==> config.mk <==
export PLATFORM = sky130hd
export DESIGN_NAME = neumaier_accum_mc
export DESIGN_NICKNAME = d
export VERILOG_FILES = /design/src/rtl/neumaier_pkg.sv /design/src/rtl/abs_bigger_equal.sv /design/src/rtl/neumaier_step_pipe.sv /design/src/rtl/neumaier_accum_mc.sv
export SDC_FILE = /design/constraint.sdc
export NUM_CORES = 1
export LEC_CHECK = 0
export BUFFER_PORTS_ARGS = -buffer_cell sky130_fd_sc_hd__buf_4
export CAP_MARGIN = 5
export CORE_MARGIN = 3
export CORE_UTILIZATION = 25
export DETAILED_ROUTE_END_ITERATION = 10
export PLACE_DENSITY = 0.46
export SKIP_CTS_REPAIR_TIMING = 1
export SYNTH_ARGS = -nofsm -noshare
export SYNTH_HDL_FRONTEND = slang
export SYNTH_SLANG_ARGS = --single-unit
==> constraint.sdc <==
create_clock -name clk_i -period 3.1 [get_ports clk_i]
set_input_delay 0.62 -clock clk_i [delete_from_list [all_inputs] [get_ports clk_i]]
set_output_delay 0.62 -clock clk_i [all_outputs]
set_load 0.02 [all_outputs]
==> src/rtl/neumaier_pkg.sv <==
// Shared constants and helpers for the multi-channel Neumaier accumulator.
// Latency: n/a (package only).
// Backpressure: n/a (package only).
package neumaier_pkg;

  // Depth of the per-element update pipeline (accept edge to writeback edge).
  localparam int STEP_LAT = 3;

  // Width of a channel index; never narrower than one bit.
  function automatic int ch_w(input int n);
    return (n > 1) ? $clog2(n) : 1;
  endfunction

endpackage

==> src/rtl/abs_bigger_equal.sv <==
// Magnitude compare of two sign-magnitude words: ge = |a| >= |b|.
// Latency: combinational.
// Backpressure: none.
module abs_bigger_equal #(
  parameter int BIT_WIDTH = 8
) (
  input  logic [BIT_WIDTH-1:0] a,
  input  logic [BIT_WIDTH-1:0] b,
  output logic                 ge
);

  // Sign bit is dropped; {exp,mant} ordered as an unsigned integer.
  assign ge = (a[BIT_WIDTH-2:0] >= b[BIT_WIDTH-2:0]);

endmodule

==> src/rtl/neumaier_step_pipe.sv <==
// Three-stage Neumaier update: t=sum+e, comp+=lost low part, sum=t.
// Latency: element entering at edge T appears on wb_* after edge T+2 (written back at T+3).
// Backpressure: none; caller guarantees one element per channel in flight.
module neumaier_step_pipe
  import neumaier_pkg::*;
#(
  parameter int BIT_WIDTH = 8,
  parameter int CH_W      = 2
) (
  input  logic                 clk,
  input  logic                 rst,
  input  logic                 in_valid,
  input  logic [CH_W-1:0]      in_ch,
  input  logic [BIT_WIDTH-1:0] in_elem,
  input  logic                 in_last,
  output logic [CH_W-1:0]      rd_ch,
  input  logic [BIT_WIDTH-1:0] rd_sum,
  input  logic [BIT_WIDTH-1:0] rd_comp,
  output logic                 wb_valid,
  output logic [CH_W-1:0]      wb_ch,
  output logic                 wb_last,
  output logic [BIT_WIDTH-1:0] wb_sum,
  output logic [BIT_WIDTH-1:0] wb_comp
);

  logic                 v1, v2, v3;
  logic                 l1, l2, l3;
  logic [CH_W-1:0]      ch1, ch2, ch3;
  logic [BIT_WIDTH-1:0] e1, e2, s2, c2, t2, s3, c3;
  logic                 ge_d, ge2;

  // State of the channel is read while the element sits in stage 1; no
  // other element of that channel can be in flight, so it is current.
  assign rd_ch = ch1;

  abs_bigger_equal #(.BIT_WIDTH(BIT_WIDTH)) u_cmp (
    .a  (rd_sum),
    .b  (e1),
    .ge (ge_d)
  );

  // Stage 1 captures the element, stage 2 forms t and the branch decision,
  // stage 3 folds the rounding error into the compensation term.
  always_ff @(posedge clk) begin
    if (rst) begin
      v1 <= 1'b0; v2 <= 1'b0; v3 <= 1'b0;
      l1 <= 1'b0; l2 <= 1'b0; l3 <= 1'b0;
      ch1 <= '0; ch2 <= '0; ch3 <= '0;
      e1 <= '0; e2 <= '0; s2 <= '0; c2 <= '0; t2 <= '0; s3 <= '0; c3 <= '0;
      ge2 <= 1'b0;
    end else begin
      v1  <= in_valid;
      l1  <= in_last;
      ch1 <= in_ch;
      e1  <= in_elem;

      v2  <= v1;
      l2  <= l1;
      ch2 <= ch1;
      t2  <= rd_sum + e1;
      s2  <= rd_sum;
      c2  <= rd_comp;
      e2  <= e1;
      ge2 <= ge_d;

      v3  <= v2;
      l3  <= l2;
      ch3 <= ch2;
      s3  <= t2;
      c3  <= c2 + (ge2 ? ((s2 - t2) + e2) : ((e2 - t2) + s2));
    end
  end

  assign wb_valid = v3;
  assign wb_last  = l3;
  assign wb_ch    = ch3;
  assign wb_sum   = s3;
  assign wb_comp  = c3;

endmodule

==> src/rtl/neumaier_accum_mc.sv <==
// Multi-channel Neumaier accumulator with per-channel state and a result FIFO.
// Latency: element accepted at edge T updates its channel at T+3; a last element's result is visible after T+3.
// Backpressure: in_ready_o drops while the channel is busy, or for a last element when FIFO credits run out.
module neumaier_accum_mc
  import neumaier_pkg::*;
#(
  parameter int EXP_WIDTH_I  = 5,
  parameter int MANT_WIDTH_I = 2,
  parameter int NUM_CH       = 4,
  localparam int BIT_WIDTH_I = 1 + EXP_WIDTH_I + MANT_WIDTH_I,
  localparam int CH_W        = ch_w(NUM_CH)
) (
  input  logic                   clk_i,
  input  logic                   rst_i,
  input  logic                   in_valid_i,
  output logic                   in_ready_o,
  input  logic [CH_W-1:0]        in_ch_i,
  input  logic [BIT_WIDTH_I-1:0] in_elem_i,
  input  logic                   in_last_i,
  output logic                   out_valid_o,
  input  logic                   out_ready_i,
  output logic [CH_W-1:0]        out_ch_o,
  output logic [BIT_WIDTH_I-1:0] out_sum_o,
  output logic [BIT_WIDTH_I-1:0] out_comp_o,
  output logic [BIT_WIDTH_I-1:0] out_res_o,
  output logic                   busy_o
);

  localparam int CNT_W = ch_w(NUM_CH + STEP_LAT + 1) + 1;

  typedef struct packed {
    logic [CH_W-1:0]        ch;
    logic [BIT_WIDTH_I-1:0] sum;
    logic [BIT_WIDTH_I-1:0] comp;
    logic [BIT_WIDTH_I-1:0] res;
  } res_t;

  logic [BIT_WIDTH_I-1:0] sum_q  [NUM_CH];
  logic [BIT_WIDTH_I-1:0] comp_q [NUM_CH];
  logic [NUM_CH-1:0]      pending;

  res_t                   mem [NUM_CH];
  logic [CH_W-1:0]        wr_ptr, rd_ptr;
  logic [CNT_W-1:0]       fifo_cnt, lasts_cnt;

  logic                   accept, push, pop, credit_full;
  logic [CH_W-1:0]        rd_ch, wb_ch;
  logic                   wb_valid, wb_last;
  logic [BIT_WIDTH_I-1:0] wb_sum, wb_comp;
  res_t                   head;

  function automatic logic [CH_W-1:0] next_ptr(input logic [CH_W-1:0] p);
    return (p == CH_W'(NUM_CH - 1)) ? '0 : p + 1'b1;
  endfunction

  // A last element reserves a FIFO slot at accept, so the FIFO can never overflow.
  assign credit_full = ((fifo_cnt + lasts_cnt) >= CNT_W'(NUM_CH));
  assign in_ready_o  = !rst_i && !pending[in_ch_i] && !(in_last_i && credit_full);
  assign accept      = in_valid_i && in_ready_o;
  assign push        = wb_valid && wb_last;
  assign pop         = out_valid_o && out_ready_i;

  neumaier_step_pipe #(.BIT_WIDTH(BIT_WIDTH_I), .CH_W(CH_W)) u_pipe (
    .clk      (clk_i),
    .rst      (rst_i),
    .in_valid (accept),
    .in_ch    (in_ch_i),
    .in_elem  (in_elem_i),
    .in_last  (in_last_i),
    .rd_ch    (rd_ch),
    .rd_sum   (sum_q[rd_ch]),
    .rd_comp  (comp_q[rd_ch]),
    .wb_valid (wb_valid),
    .wb_ch    (wb_ch),
    .wb_last  (wb_last),
    .wb_sum   (wb_sum),
    .wb_comp  (wb_comp)
  );

  // Per-channel running state; a finished sequence restarts its channel from zero.
  always_ff @(posedge clk_i) begin
    if (rst_i) begin
      for (int i = 0; i < NUM_CH; i++) begin
        sum_q[i]  <= '0;
        comp_q[i] <= '0;
      end
      pending <= '0;
    end else begin
      if (wb_valid) begin
        pending[wb_ch] <= 1'b0;
        sum_q[wb_ch]   <= wb_last ? '0 : wb_sum;
        comp_q[wb_ch]  <= wb_last ? '0 : wb_comp;
      end
      if (accept) pending[in_ch_i] <= 1'b1;
    end
  end

  // Result FIFO in writeback order plus the count of lasts still in the pipe.
  always_ff @(posedge clk_i) begin
    if (rst_i) begin
      wr_ptr    <= '0;
      rd_ptr    <= '0;
      fifo_cnt  <= '0;
      lasts_cnt <= '0;
    end else begin
      if (push) begin
        mem[wr_ptr] <= '{ch: wb_ch, sum: wb_sum, comp: wb_comp, res: wb_sum + wb_comp};
        wr_ptr      <= next_ptr(wr_ptr);
      end
      if (pop) rd_ptr <= next_ptr(rd_ptr);
      fifo_cnt  <= fifo_cnt + CNT_W'(push) - CNT_W'(pop);
      lasts_cnt <= lasts_cnt + CNT_W'(accept && in_last_i) - CNT_W'(push);
    end
  end

  // Head data is masked while empty so the outputs read zero after reset.
  assign head        = mem[rd_ptr];
  assign out_valid_o = (fifo_cnt != '0);
  assign out_ch_o    = out_valid_o ? head.ch   : '0;
  assign out_sum_o   = out_valid_o ? head.sum  : '0;
  assign out_comp_o  = out_valid_o ? head.comp : '0;
  assign out_res_o   = out_valid_o ? head.res  : '0;
  assign busy_o      = (|pending) || out_valid_o;

endmodule

# --- Word level (Yosys, flattened, before mapping) ---
# Memories as Yosys holds them, arrays and structs flattened. A register that Yosys moved wholly into a read port is not among the register bits.
# Index checks and enable logic that the tools add are counted.
classes:
  add_sub_neg: 14
  magnitude_cmp: 6
  eq_ne: 2
  n_mux: 35
  bitwise: 3
  n_reduce_logical: 17
ops:
  columns: ["cell", "n"]
  rows:
  - ["8-bit two-way mux", 8]
  - ["8-bit adder", 5]
  - ["2-bit two-way mux", 8]
  - ["8-bit OR reduction", 2]
  - ["8-bit subtractor", 2]
  - ["1-bit two-way mux", 13]
  - ["4-bit two-way mux", 3]
  - ["1-bit logical AND", 9]
  - ["4-bit by 1-bit adder with 4-bit output", 2]
  - ["4-bit by 1-bit subtractor with 4-bit output", 2]
  - ["7-bit >= comparator", 1]
  - ["2-bit by 3-bit < comparator with 1-bit output, second input constant", 2]
  - ["2-bit by 1-bit adder with 2-bit output, second input constant", 2]
  - ["4-bit adder", 1]
  - ["4-bit bitwise AND", 1]
  - ["1-bit demux with 2-bit select", 2]
  - ["2-bit equality test, second input constant", 2]
  - ["2-bit by 1-bit >= comparator with 1-bit output, second input constant", 2]
  - ["4-bit by 3-bit >= comparator with 1-bit output, second input constant", 1]
  - ["4-bit inverter", 1]
  - ["4-bit OR", 1]
  - ["4-bit nonzero test", 1]
  - ["4-bit OR reduction", 1]
  - ["1-bit zero test", 3]
  - ["2 further kinds", 2]
word_totals:
  regBits: 77
  mem_bits_rw: 168
  out_inout_bits: 29
  wordCells: 101
  memories: 3
memory_table:
  columns: ["memory", "words", "word_bits", "rd", "rd_ports_with_merged_regs", "write_ports", "line", "text"]
  rows:
  - ["mem", 4, 26, 1, 1, 1, "neumaier_accum_mc.sv:42", "res_t mem [NUM_CH];"]
  - ["comp_q", 4, 8, 1, 1, 4, "neumaier_accum_mc.sv:39", "logic [BIT_WIDTH_I-1:0] comp_q [NUM_CH];"]
  - ["sum_q", 4, 8, 1, 1, 4, "neumaier_accum_mc.sv:38", "logic [BIT_WIDTH_I-1:0] sum_q [NUM_CH];"]

# --- Logic depth before layout (Yosys ltp) ---
# Gate-level depths: netlist of the first run.
depth:
  depth_word: 10
  ltp_mapped: 18

# --- By module ---
# A second synthesis of the first run with hierarchy kept.
hier_totals:
  cells_unflattened: 775
  hier_area_um2: 10781.6
modules_own_cells:
  columns: ["mod", "instances", "cells_each", "area_per_inst_um2", "seq_area_each_um2"]
  rows:
  - ["neumaier_accum_mc", 1, 502, 7971.4, 5405.2]
  - ["neumaier_step_pipe", 1, 273, 2810.2, 1361.3]

# --- Least setup slack after synthesis of the first run ---
# OpenSTA, ideal clock, no wires.
synth_timing:
  kind: "reg-to-reg"
  start: "register u_pipe.s2[1]"
  end: "register u_pipe.c3[7], in the netlist u_pipe.wb_comp[7]"
  setup_time_ns: 0.059
  t_arrival_ns: 2.884
  required_time_ns: 3.041
  slack_ns: 0.157
  stages_incl_launch_ff: 16
  n_path_buf: 0
  cell_sequence: "dfxtp_1 inv_1 fa_1 fa_1 nor2b_1 o21ai_0 a21boi_0 o21a_1 nor2_1 xnor2_1 ha_1 o21a_1 nor2_1 a21oi_1 or3_1 nand2_1"
synth_via:
  elab_chain_len: 4
  elab_cells_between_ends: 5
  cone_classes: "add/sub (4); mux (1)"
synth_lines:
  columns: ["item", "line", "text"]
  rows:
  - ["start: declaration", "neumaier_step_pipe.sv:29", "logic [BIT_WIDTH-1:0] e1, e2, s2, c2, t2, s3, c3;"]
  - ["start signal: assignment", "neumaier_step_pipe.sv:61", "s2 <= rd_sum;"]
  - ["8-bit subtractor", "neumaier_step_pipe.sv:70", "c3 <= c2 + (ge2 ? ((s2 - t2) + e2) : ((e2 - t2) + s2));"]
  - ["8-bit adder", "neumaier_step_pipe.sv:70", null]
  - ["8-bit two-way mux (*)", "neumaier_step_pipe.sv:70", null]
  - ["8-bit adder (*)", "neumaier_step_pipe.sv:70", null]
  - ["end signal: assignment", "neumaier_step_pipe.sv:70", null]
  - ["end: declaration", "neumaier_step_pipe.sv:29", null]
# Mark *: on every way between the ends. The rest lies on a longest branch, timed or not.
# A chain may end at the register's enable or synchronous reset.

# --- Worst setup path in the final report of the first run ---
layout_timing:
  start: "register u_pipe.e2[1]"
  end: "register u_pipe.c3[7], in the netlist u_pipe.wb_comp[7]"
layout_via:
  elab_chain_len: 4
  elab_cells_between_ends: 5
  cone_classes: "add/sub (4); mux (1)"
layout_lines:
  columns: ["item", "line", "text"]
  rows:
  - ["start: declaration", "neumaier_step_pipe.sv:29", null]
  - ["start signal: assignment", "neumaier_step_pipe.sv:49", "e1 <= '0; e2 <= '0; s2 <= '0; c2 <= '0; t2 <= '0; s3 <= '0; c3 <= '0;"]
  - ["start signal: assignment", "neumaier_step_pipe.sv:63", "e2 <= e1;"]
  - ["8-bit subtractor", "neumaier_step_pipe.sv:70", null]
  - ["8-bit adder", "neumaier_step_pipe.sv:70", null]
  - ["8-bit two-way mux (*)", "neumaier_step_pipe.sv:70", null]
  - ["8-bit adder (*)", "neumaier_step_pipe.sv:70", null]
# Marks and branches as above.

==> run metrics, run 1 <==
Chip Width=roughly 210 um; residual DRC count=0; Core ar.=42420 um^2; vias per inst=4.019; Antenna Nets Post-Route=0; final-report hold violation count=0; Final min period=2898 ps; first-pass GRT wire length=35730 um; # setup viols final=0; Synth async-reset ratio=0%; TritonCTS buffer count=28; post-route design area=between 10000 and 15000 um^2; CP required=3580 ps; initial antenna violation count=0; fin crit share=93.49%; yosys warns=0; GRT Total Usage=9.942%; fillers=4335; syn_nets=871; gpl congestion=~0.70; total power=9.772 mW; Worst EP arrival=3380 ps; Ant. Diodes=0; largest net degree at the start of global routing=between 60 and 70; layout cells sized above 1=19.07%; initial core utilization=25.57%; crit-path cells=inv_1, fa_1, inv_1, ha_1, a21oi_2, o21bai_1, xor2_1, ha_1, nor2_1, nor2_1, a21oi_2, a21oi_1, or3_1, nand2_1; vias=5880; Post-Route WL=approximately 23000 um; status=finished, final reports clean; die height=214.3 um; CP Class=reg2reg; CTS tree=built; Tightest Pin Transition=760.7 ps; Power Dens Cells=around 760 nW/um^2; die area=45920 um^2; I/O pin count=44; cell area after placement=11960 um^2; Main synth FF type=edfxtp_1; Cell Rows=75; clk sinks=~250; Max Slew Vio Count=0; Critical Path Start Type=flip-flop; largest stage delay on the critical path=around 580 ps; Clock Latency Late Sink=530 ps; Fmax achieved=345.0 MHz; clock slew at reported path FFs=around 60 ps; post-DP HPWL=14890 um; Leak Pwr=4.906 nW; drt initial violations=287; port bufs=between 40 and 50; grt total ovfl=0; maximum vdd drop=0.3405 mV; Rel. slew slack=about half; hold crit path type=in2reg; share of the yosys chip area belonging to registers=between 60% and 70%; setup TNS=0 ps; Layout Area Growth over Synthesis=19.20%; Mean Syn Cell Area=13.69 um^2; max-cap viol count=0; CTS H-Tree Depth=1; final setup margin=201.8 ps; RSZ-0062 raised after global routing=false; vias in the first global route=6088; Yosys cell types=40; DP Worst Slack=-35.31 ps; routed len/inst=15.70 um; CP Capture Type=flip-flop; CP max stage cell=fa_1; Post-synth EDFFs=168; Syn Std Cell Area=10850 um^2; clock buffer depth=3; Setup Skew=between 9 and 10 ps; Post-Syn Instances=792; 1st-pass router iterations=4; Nets=944; #FFs+latches synth=between 200 and 300; final core utilization=30.48%; clock root cell=clkbuf_16; critical path peak fanout=3
## flip-flops by register name, indices dropped and copies added (netlist names), 2 cells and up, named ones only
| register | cells |
|---|---|
| u_pipe.e1 | 8 |
| u_pipe.rd_ch | 2 |
| rd_ptr | 2 |
| sum_q | 32 |
| u_pipe.wb_sum | 8 |
| u_pipe.wb_comp | 8 |
| mem | 104 |
| fifo_cnt | 4 |
| comp_q | 32 |
| u_pipe.e2 | 8 |
| u_pipe.c2 | 8 |
| u_pipe.wb_ch | 2 |
| u_pipe.s2 | 8 |
| u_pipe.t2 | 8 |
| wr_ptr | 2 |
| lasts_cnt | 4 |
| u_pipe.ch2 | 2 |
| pending | 4 |
## stage by stage
step | hold slack [ps] | cells
6_report | 295.1 | 1463
5_1_grt | 284.9 | 1463
4_1_cts | 276.1 | 1458
3_5_place_dp | 424.1 | 1407
3_3_place_gp | 420.3 | 1407
2_1_floorplan | 413.8 | 792
## worst max-delay path, delay by kind of cell (launching register included)
family	cells	cell delay (ps)
adder cells (fa/ha/maj)	3	1200
AND/OR/NAND/NOR	4	560
XOR/XNOR	1	150
AO/OA/AOI/OAI	4	510
flip-flops	1	310
buffers and inverters	2	100
## cell usage after synthesis (2+ instances only)
| library cell | instances | area share, % |
|---|---|---|
| buf_1 | 5 | 0.17 |
| xor2_1 | 11 | 0.89 |
| xnor2_1 | 23 | 1.9 |
| nand3_1 | 7 | 0.32 |
| o21bai_1 | 6 | 0.42 |
| ha_1 | 52 | 6.0 |
| or3_1 | 4 | 0.23 |
| o21a_1 | 2 | 0.14 |
| nor2b_1 | 50 | 2.9 |
| nor3_1 | 4 | 0.18 |
| fa_1 | 12 | 2.2 |
| inv_1 | 87 | 3.0 |
| o22ai_1 | 4 | 0.23 |
| and2_1 | 31 | 1.8 |
| nand2_1 | 25 | 0.87 |
| nand2b_1 | 6 | 0.35 |
| buf_2 | 5 | 0.23 |
| edfxtp_1 | 168 | 47 |
| nand3b_1 | 2 | 0.14 |
| a21o_1 | 8 | 0.55 |
| o21ai_0 | 8 | 0.37 |
| mux4_2 | 43 | 8.9 |
| a21oi_1 | 17 | 0.78 |
| clkbuf_1 | 17 | 0.59 |
| dfxtp_1 | 86 | 16 |
| nor2_1 | 94 | 3.3 |
| nor3b_1 | 2 | 0.14 |
## metal layers
metal	vias to the layer above	GRT usage (%)	share of wire, %	routed length (um)
met4	0	2.750	2.7	624
met2	83	16.63	47	10870
li1	2866	-	-	-
met1	2890	13.15	46	10510
met3	41	2.012	4.2	975
met5	-	0	0	0
## path summary, 6_finish.rpt
kind,from,endpoint,slack [ps],cells after the start
max,u_pipe.e2[1]$_SDFF_PP0_,u_pipe.wb_comp[7]$_SDFF_PP0_,200,14
min,in_elem_i[0],u_pipe.e1[0]$_SDFF_PP0_,300,2
min reg2reg,u_pipe.l2$_SDFF_PP0_,u_pipe.wb_last$_SDFF_PP0_,430,1
max reg2reg,u_pipe.e2[1]$_SDFF_PP0_,u_pipe.wb_comp[7]$_SDFF_PP0_,200,14
## final cells by class
class,instances,area [um^2],area share (%)
clock inverters,13,107.6,0.8324
inverters,87,326.6,2.526
clock buffers,38,789.5,6.107
repair buffers,73,560.5,4.336
flip-flops and latches,254,6769,52.36
multi-input cells,421,3652,28.25
well taps,577,721.9,5.585
## cell families after synthesis
family                   share of synthesized area [%]
AO/OA/AOI/OAI                                    3.115
AND/OR/NAND/NOR                                  10.29
adder cells (fa/ha/maj)                          8.214
XOR/XNOR                                         2.746
buffers and inverters                            4.222
multiplexers                                     9.022
flip-flops                                       62.39
## placed cells by master, fill, tap and decap left out, drive strengths merged, types with 11 or more instances in the layout
cell    instances
buf            73
ha             52
nand2          25
a21oi          18
fa             12
clkinv         11
inv            87
xor2           11
edfxtp        168
dfxtp          86
nor2b          50
xnor2          23
mux4           43
and2           31
clkbuf         38
nor2           94
## where the power goes
part	leakage, nW	internal [mW]	switching (mW)
logic	2.14	1.15	1.31
registers	2.32	3.90	0.199
clock network	0.443	1.93	1.29
Note: power is estimated with default switching activity, not from simulation.
==> run 2: changes to the inputs <==
Settings changed: PLACE_DENSITY 0.46 to 0.4.
==> run 2 against run 1 <==
  * Design area decreased by 0.44%
  * Critical path depth did not move
  * Register-to-register slack worse by 60 ps
  * Via count grew 0.15%
  * Count of clock-buffer cells in the layout is 2 lower
  * Worst setup slack got worse by 56 ps
  * Combinational power hardly changed
  * Clock skew is 13 ps higher
  * Non-clock buffer count fell by 3
  * Critical path type unchanged
  * Largest cell class unchanged
==> run metrics, run 2 (same netlist as run 1, synthesis figures left out) <==
max-cap viol count=0 (unchanged); Ant. Diodes=0 (unchanged); initial antenna violation count=0 (unchanged); Nets=942 (was 944); max reg flops=104 (unchanged); Hold Path End=u_pipe.e1[7]$_SDFF_PP0_ (was u_pipe.e1[0]$_SDFF_PP0_); CP Capture Type=flip-flop (unchanged); status=finished, final reports clean (unchanged); clock root cell=clkbuf_16 (unchanged); clock slew at reported path FFs=60 ps (about the same); Clock Latency Late Sink=550 ps (was 530 ps); Tightest Pin Transition=797.6 ps (was 760.7 ps); biggest regs=mem (104), comp_q (32), sum_q (32) (unchanged); critical path peak fanout=2 (was 3); TritonCTS buffer count=29 (was 28); RSZ-0062 raised after global routing=true (was false); die area=45920 um^2 (unchanged); largest net degree at the start of global routing=45 (was 67); final core utilization=30.35% (was 30.48%); Power Dens Cells=756.7 nW/um^2 (was 755.9 nW/um^2); maximum vdd drop=0.3179 mV (was 0.3405 mV); largest stage delay on the critical path=520 ps (was 580 ps); final-report hold violation count=0 (unchanged); RR Endpoint=u_pipe.wb_comp[7]$_SDFF_PP0_ (unchanged); Fmax achieved=338.5 MHz (was 345.0 MHz); CTS tree=built (unchanged); Post-Route WL=24140 um (was 22980 um); Cell Rows=75 (unchanged); fin crit share=95.29% (was 93.49%); hold path depth=2 (unchanged); vias in the first global route=6149 (was 6088); I/O pin count=44 (unchanged); initial core utilization=25.57% (unchanged); crit-path cells=fa_1, fa_1, nor2b_1, o21ai_1, a21boi_2, o21a_1, nor2_1, xnor2_1, ha_1, o21a_1, nor2_1, a21oi_1, or3_1, nand2_1 (was inv_1, fa_1, inv_1, ha_1, a21oi_2, o21bai_1, xor2_1, ha_1, nor2_1, nor2_1, a21oi_2, a21oi_1, or3_1, nand2_1); Worst EP arrival=3440 ps (was 3380 ps); Max Slew Vio Count=0 (unchanged); grt total ovfl=0 (unchanged); hold crit path type=in2reg (unchanged); vias per inst=4.031 (was 4.019); routed len/inst=16.52 um (was 15.70 um); clock buffer depth=3 (unchanged); r2r setup slk=150 ps (was 200 ps); vias=5889 (was 5880); Antenna Nets Post-Route=0 (unchanged); CP Class=reg2reg (unchanged); CTS H-Tree Depth=1 (unchanged); gpl congestion=0.6805 (was 0.7041); die height=214.3 um (unchanged); post-DP HPWL=15590 um (was 14890 um); Fin Hold WS=287.2 ps (was 295.1 ps); Final min period=2954 ps (was 2898 ps); first-pass GRT wire length=37410 um (was 35730 um); 1st-pass router iterations=4 (unchanged); Setup Skew=22.62 ps (was 9.992 ps); post-route design area=12870 um^2 (was 12930 um^2); Layout Area Growth over Synthesis=18.68% (was 19.20%); Rel. slew slack=46.83% (was 49.29%); commonest non-fill, non-tap cell in the layout=edfxtp_1 (unchanged); reg2reg path depth=14 (unchanged); port bufs=43 (unchanged); r2r startpoint=u_pipe.t2[1]$_SDFF_PP0_ (was u_pipe.e2[1]$_SDFF_PP0_); hold_sp=in_elem_i[7] (was in_elem_i[0]); GRT Total Usage=10.45% (was 9.942%); cell area after placement=11980 um^2 (was 11960 um^2); DP Worst Slack=-29.66 ps (was -35.31 ps); Critical Path Start Type=flip-flop (unchanged); CP required=3590 ps (was 3580 ps); clk sinks=254 (unchanged); Chip Width=214.3 um (unchanged); Core ar.=42420 um^2 (unchanged); # setup viols final=0 (unchanged); CP max stage cell=fa_1 (unchanged); residual DRC count=0 (unchanged); Leak Pwr=4.883 nW (was 4.906 nW); layout cells sized above 1=17.87% (was 19.07%); most frequent cells in the layout=168 x edfxtp_1, 94 x nor2_1, 87 x inv_1 (was 168 x edfxtp_1, 94 x nor2_1, 86 x inv_1); final setup margin=146.1 ps (was 201.8 ps); drt initial violations=273 (was 287); largest reg by FF count=mem (unchanged)
==> run 2: cell types whose count changed in the layout (fill, tap and decap cells not counted), moves of 2 or more <==
cell and delta:
buf_4 -3, clkbuf_8 -2, ha_1 +2, clkinv_1 +3
==> run 2: worst max path at each step <==
stage                       startpoint  slack, ps                      endpoint
6_report       u_pipe.t2[1]$_SDFF_PP0_        150  u_pipe.wb_comp[7]$_SDFF_PP0_
5_1_grt        u_pipe.t2[1]$_SDFF_PP0_        -40  u_pipe.wb_comp[7]$_SDFF_PP0_
4_1_cts        u_pipe.t2[1]$_SDFF_PP0_        -60  u_pipe.wb_comp[7]$_SDFF_PP0_
3_5_place_dp   u_pipe.s2[1]$_SDFF_PP0_        -30  u_pipe.wb_comp[7]$_SDFF_PP0_
3_3_place_gp   u_pipe.s2[1]$_SDFF_PP0_          7  u_pipe.wb_comp[7]$_SDFF_PP0_
2_1_floorplan  u_pipe.s2[1]$_SDFF_PP0_        160  u_pipe.wb_comp[7]$_SDFF_PP0_
==> run 2: power by group <==
part | switching [mW] | total [mW] | internal, mW
clock network | 1.32 | 3.21 | 1.89
registers | 0.186 | 4.08 | 3.90
logic | 1.32 | 2.44 | 1.12
==> run 2: worst max-delay path: cells and delay by family, from the launching register on <==
kind | cells | cell delay, ps
DFF | 1 | 320
xor gates and xnor gates | 1 | 120
adders and majority gates | 3 | 1270
AOI/OAI and AO/OA | 5 | 510
and+or+nand+nor | 5 | 650
==> run 2: routing by layer <==
metal	global-route usage, %	part of all wire, %
met3	1.757	2.9
met1	13.88	47
met5	0	0
met4	2.728	2.2
met2	17.74	48
==> run 2: metrics by stage <==
| stage | setup TNS [ps] | instances | total power, mW |
|---|---|---|---|
| floorplan | 0 | 792 | 5.716 |
| global placement | 0 | 1409 | 6.675 |
| detailed placement | -29.66 | 1409 | 6.674 |
| CTS | -58.89 | 1461 | 9.943 |
| global route | -37.28 | 1461 | 10.32 |
| finish | 0 | 1461 | 9.739 |
==> run 2: area by class of cell <==
| type | instances | area, um^2 |
|---|---|---|
| clock buffer | 36 | 762.0 |
| clock inverter | 16 | 122.6 |
| fill | 4340 | 29540 |
| inverter | 87 | 326.6 |
| multi-input combinational | 421 | 3632 |
| sequential | 254 | 6768 |
| tap | 577 | 721.9 |
| timing repair buffer | 70 | 538.0 |
==> run 3: changes to the inputs <==
Settings changed: SYNTH_HIERARCHICAL set to 1.
==> run 3 against run 2 <==
  * Synthesized cell count fell by 2.1%
  * Clock power grew 5%
  * Sequential share of layout area hardly changed
  * Count of clock-buffer cells in the layout stayed put
  * Core utilization is 0.16 points higher
  * Non-clock buffer count grew 2
  * Clock skew decreased by 1.9 ps
  * Synthesized area fell by 0.59%
  * Power rose by 0.76%
  * Fmax is 3.0% higher
==> run metrics, run 3 <==
setup TNS=0 ps (unchanged); Max Slew Vio Count=0 (unchanged); # setup viols final=0 (unchanged); r2r startpoint=u_pipe/e2[1]$_SDFF_PP0_ (was u_pipe.t2[1]$_SDFF_PP0_); #FFs+latches synth=254 (unchanged); Yosys cell types=45 (was 40); max-cap viol count=0 (unchanged); hold path depth=2 (unchanged); DP Worst Slack=75.10 ps (was -29.66 ps); final setup margin=233.0 ps (was 146.1 ps); clock buffer depth=3 (unchanged); critical path peak fanout=18 (was 2); layout cells sized above 1=19.98% (was 17.87%); TritonCTS buffer count=29 (unchanged); drt initial violations=291 (was 273); Mean Syn Cell Area=13.91 um^2 (was 13.69 um^2); CTS H-Tree Depth=1 (unchanged); maximum vdd drop=0.3298 mV (was 0.3179 mV); port bufs=43 (unchanged); gpl congestion=0.6872 (was 0.6805); Switching Share=28.44% (was 29.06%); Cell Rows=75 (unchanged); Main synth FF type=edfxtp_1 (unchanged); CP required=2480 ps (was 3590 ps); Worst EP arrival=2250 ps (was 3440 ps); RSZ-0062 raised after global routing=false (was true); post-DP HPWL=15620 um (was 15590 um); post-synth top area share=46.79% (was 46.52%); grt total ovfl=0 (unchanged); vias per inst=4.153 (was 4.031); Internal=7.023 mW (was 6.909 mW); CP Class=reg2out (was reg2reg); hold crit path type=in2reg (unchanged); Rel. slew slack=40.17% (was 46.83%); clock slew at reported path FFs=60 ps (about the same); Nets=920 (was 942); Flop pwr share=41.6% (was 41.9%); Layout Cells excl Fill=1410 (was 1461); Syn Std Cell Area=10780 um^2 (was 10850 um^2); I/O pin count=44 (unchanged); CP Capture Type=output port (was flip-flop); clock root cell=clkbuf_16 (unchanged); die height=213.7 um (was 214.3 um); final-report hold violation count=0 (unchanged); area leader, netlist=edfxtp_1 (unchanged); vias in the first global route=6289 (was 6149); Antenna Nets Post-Route=0 (unchanged); Ant. Diodes=0 (unchanged); fillers=4279 (was 4340); Post-synth EDFFs=168 (unchanged); Post-Syn Instances=775 (was 792); Fmax achieved=348.8 MHz (was 338.5 MHz); fin crit share=92.48% (was 95.29%); share of the yosys chip area belonging to registers=62.76% (was 62.39%); Logic pwr share=24.1% (was 25.1%); commonest non-fill, non-tap cell in the layout=edfxtp_1 (unchanged); Final min period=2867 ps (was 2954 ps); NetSw=2.791 mW (was 2.830 mW); clk sinks=254 (unchanged); initial antenna violation count=0 (unchanged); Clk pwr share=34.3% (was 33.0%); hold_sp=in_elem_i[2] (was in_elem_i[7]); first-pass GRT wire length=37060 um (was 37410 um); Layout Area Growth over Synthesis=19.47% (was 18.68%); Tightest Pin Transition=896.9 ps (was 797.6 ps); routed len/inst=16.78 um (was 16.52 um); reg2reg path depth=14 (unchanged); residual DRC count=0 (unchanged); RR Endpoint=u_pipe/wb_comp[7]$_SDFF_PP0_ (was u_pipe.wb_comp[7]$_SDFF_PP0_); Critical Path Start Type=flip-flop (unchanged); largest net degree at the start of global routing=44 (was 45); Setup Skew=20.71 ps (was 22.62 ps); GRT Total Usage=10.63% (was 10.45%); DP Cell Count=1356 (was 1409); list of most frequent post-synthesis cells=168 x edfxtp_1, 86 x dfxtp_1, 77 x inv_1 (was 168 x edfxtp_1, 94 x nor2_1, 87 x inv_1); max reg flops=104 (unchanged); Post-Route WL=23660 um (was 24140 um); Clock Latency Late Sink=550 ps (about the same); Synth async-reset ratio=0% (unchanged); Chip Width=213.7 um (was 214.3 um); biggest regs=mem (104), comp_q (32), sum_q (32) (unchanged); ranking of synthesized cells by area=edfxtp_1 47%, dfxtp_1 16%, mux4_2 9.0% (was edfxtp_1 47%, dfxtp_1 16%, mux4_2 8.9%); vias=5856 (was 5889); 1st-pass router iterations=4 (unchanged); CTS tree=built (unchanged); largest reg by FF count=mem (unchanged); die area=45650 um^2 (was 45920 um^2); yosys warns=6 (was 0); r2r setup slk=240 ps (was 150 ps); syn_nets=847 (was 871); Power Dens Cells=761.9 nW/um^2 (was 756.7 nW/um^2); initial core utilization=25.53% (was 25.57%); top-count cell post-synth=edfxtp_1 (unchanged); Core ar.=42230 um^2 (was 42420 um^2); Leak Pwr=4.859 nW (was 4.883 nW); most frequent cells in the layout=168 x edfxtp_1, 85 x dfxtp_1, 77 x inv_1 (was 168 x edfxtp_1, 94 x nor2_1, 87 x inv_1); status=finished, final reports clean (unchanged); Hold Path End=u_pipe/e1[2]$_SDFF_PP0_ (was u_pipe.e1[7]$_SDFF_PP0_)
==> run 3: changes by cell type after synthesis, sizes merged, moves of 4 or more <==
cell	delta
nor2b	+12
ha	-7
inv	-10
nor2	-19
nand3	-4
and2	-5
o32ai	+4
o22ai	-4
==> run 3: worst max-delay path by stage <==
stage                                         endpoint  cells after the start                    start  slack (ps)
after floorplan                    mem[0][0]$_DFFE_PP_                      2                    rst_i        -150
after global placement    u_pipe/wb_comp[7]$_SDFF_PP0_                     15  u_pipe/e2[1]$_SDFF_PP0_          70
after detailed placement  u_pipe/wb_comp[7]$_SDFF_PP0_                     15  u_pipe/e2[1]$_SDFF_PP0_          80
after CTS                 u_pipe/wb_comp[7]$_SDFF_PP0_                     15  u_pipe/e2[1]$_SDFF_PP0_          60
after global routing      u_pipe/wb_comp[7]$_SDFF_PP0_                     14  u_pipe/e2[1]$_SDFF_PP0_           9
final                                    out_comp_o[6]                      4                flip-flop         230
==> run 3: critical path, cell delays in order (launching register included) <==
cell and delay [ps]:
dfxtp_2 550, buf_12 250, mux4_2 510, and2_1 200, buf_4 160
==> run 3: layout make-up <==
| cell class | instances | area [um^2] | share of cell area [%] |
|---|---|---|---|
| inverters | 77 | 289.0 | 2.244 |
| clock buffers | 36 | 783.3 | 6.081 |
| repair buffers | 72 | 553.0 | 4.293 |
| multi-input cells | 414 | 3654 | 28.36 |
| well taps | 539 | 674.4 | 5.236 |
| flip-flops and latches | 254 | 6768 | 52.54 |
| clock inverters | 18 | 160.2 | 1.243 |
==> run 3: metal layers <==
layer  part of all wire [%]  routed length [um]  track usage [%]
met3                    3.2                 758            1.624
met1                     47               11110            14.27
met2                     48               11360            18.33
met5                      0                   0                0
met4                    1.8                 432            2.256
==> run 3: cell families after synthesis <==
| group | share of synthesized area (%) |
|---|---|
| and+or+nand+nor | 10.37 |
| muxes | 9.388 |
| DFF | 62.76 |
| AOI/OAI and AO/OA | 3.656 |
| buffers and inverters | 3.853 |
| adders and majority gates | 7.450 |
| xor gates and xnor gates | 2.518 |
==> run 3: metrics by stage <==
stage / cell area, um^2 / power, mW / util, % / hold WS, ps
finish: 12880 / 9.814 / 30.50 / 292.1
global route: 12880 / 10.39 / 30.50 / 285.5
CTS: 12860 / 9.999 / 30.45 / 264.8
detailed placement: 11920 / 6.576 / 28.22 / 422.0
global placement: 11920 / 6.573 / 28.22 / 419.9
floorplan: 10790 / 5.692 / - / 413.8
==> run 3: power by group through the flow <==
stage                     Combinational [mW]  Sequential (mW)  Clock, mW
after floorplan                         1.64             4.05          0
after global placement                  2.40             4.17          0
after detailed placement                2.41             4.17          0
after CTS                               2.42             4.10       3.48
after global routing                    2.66             4.12       3.60
final                                   2.36             4.09       3.37
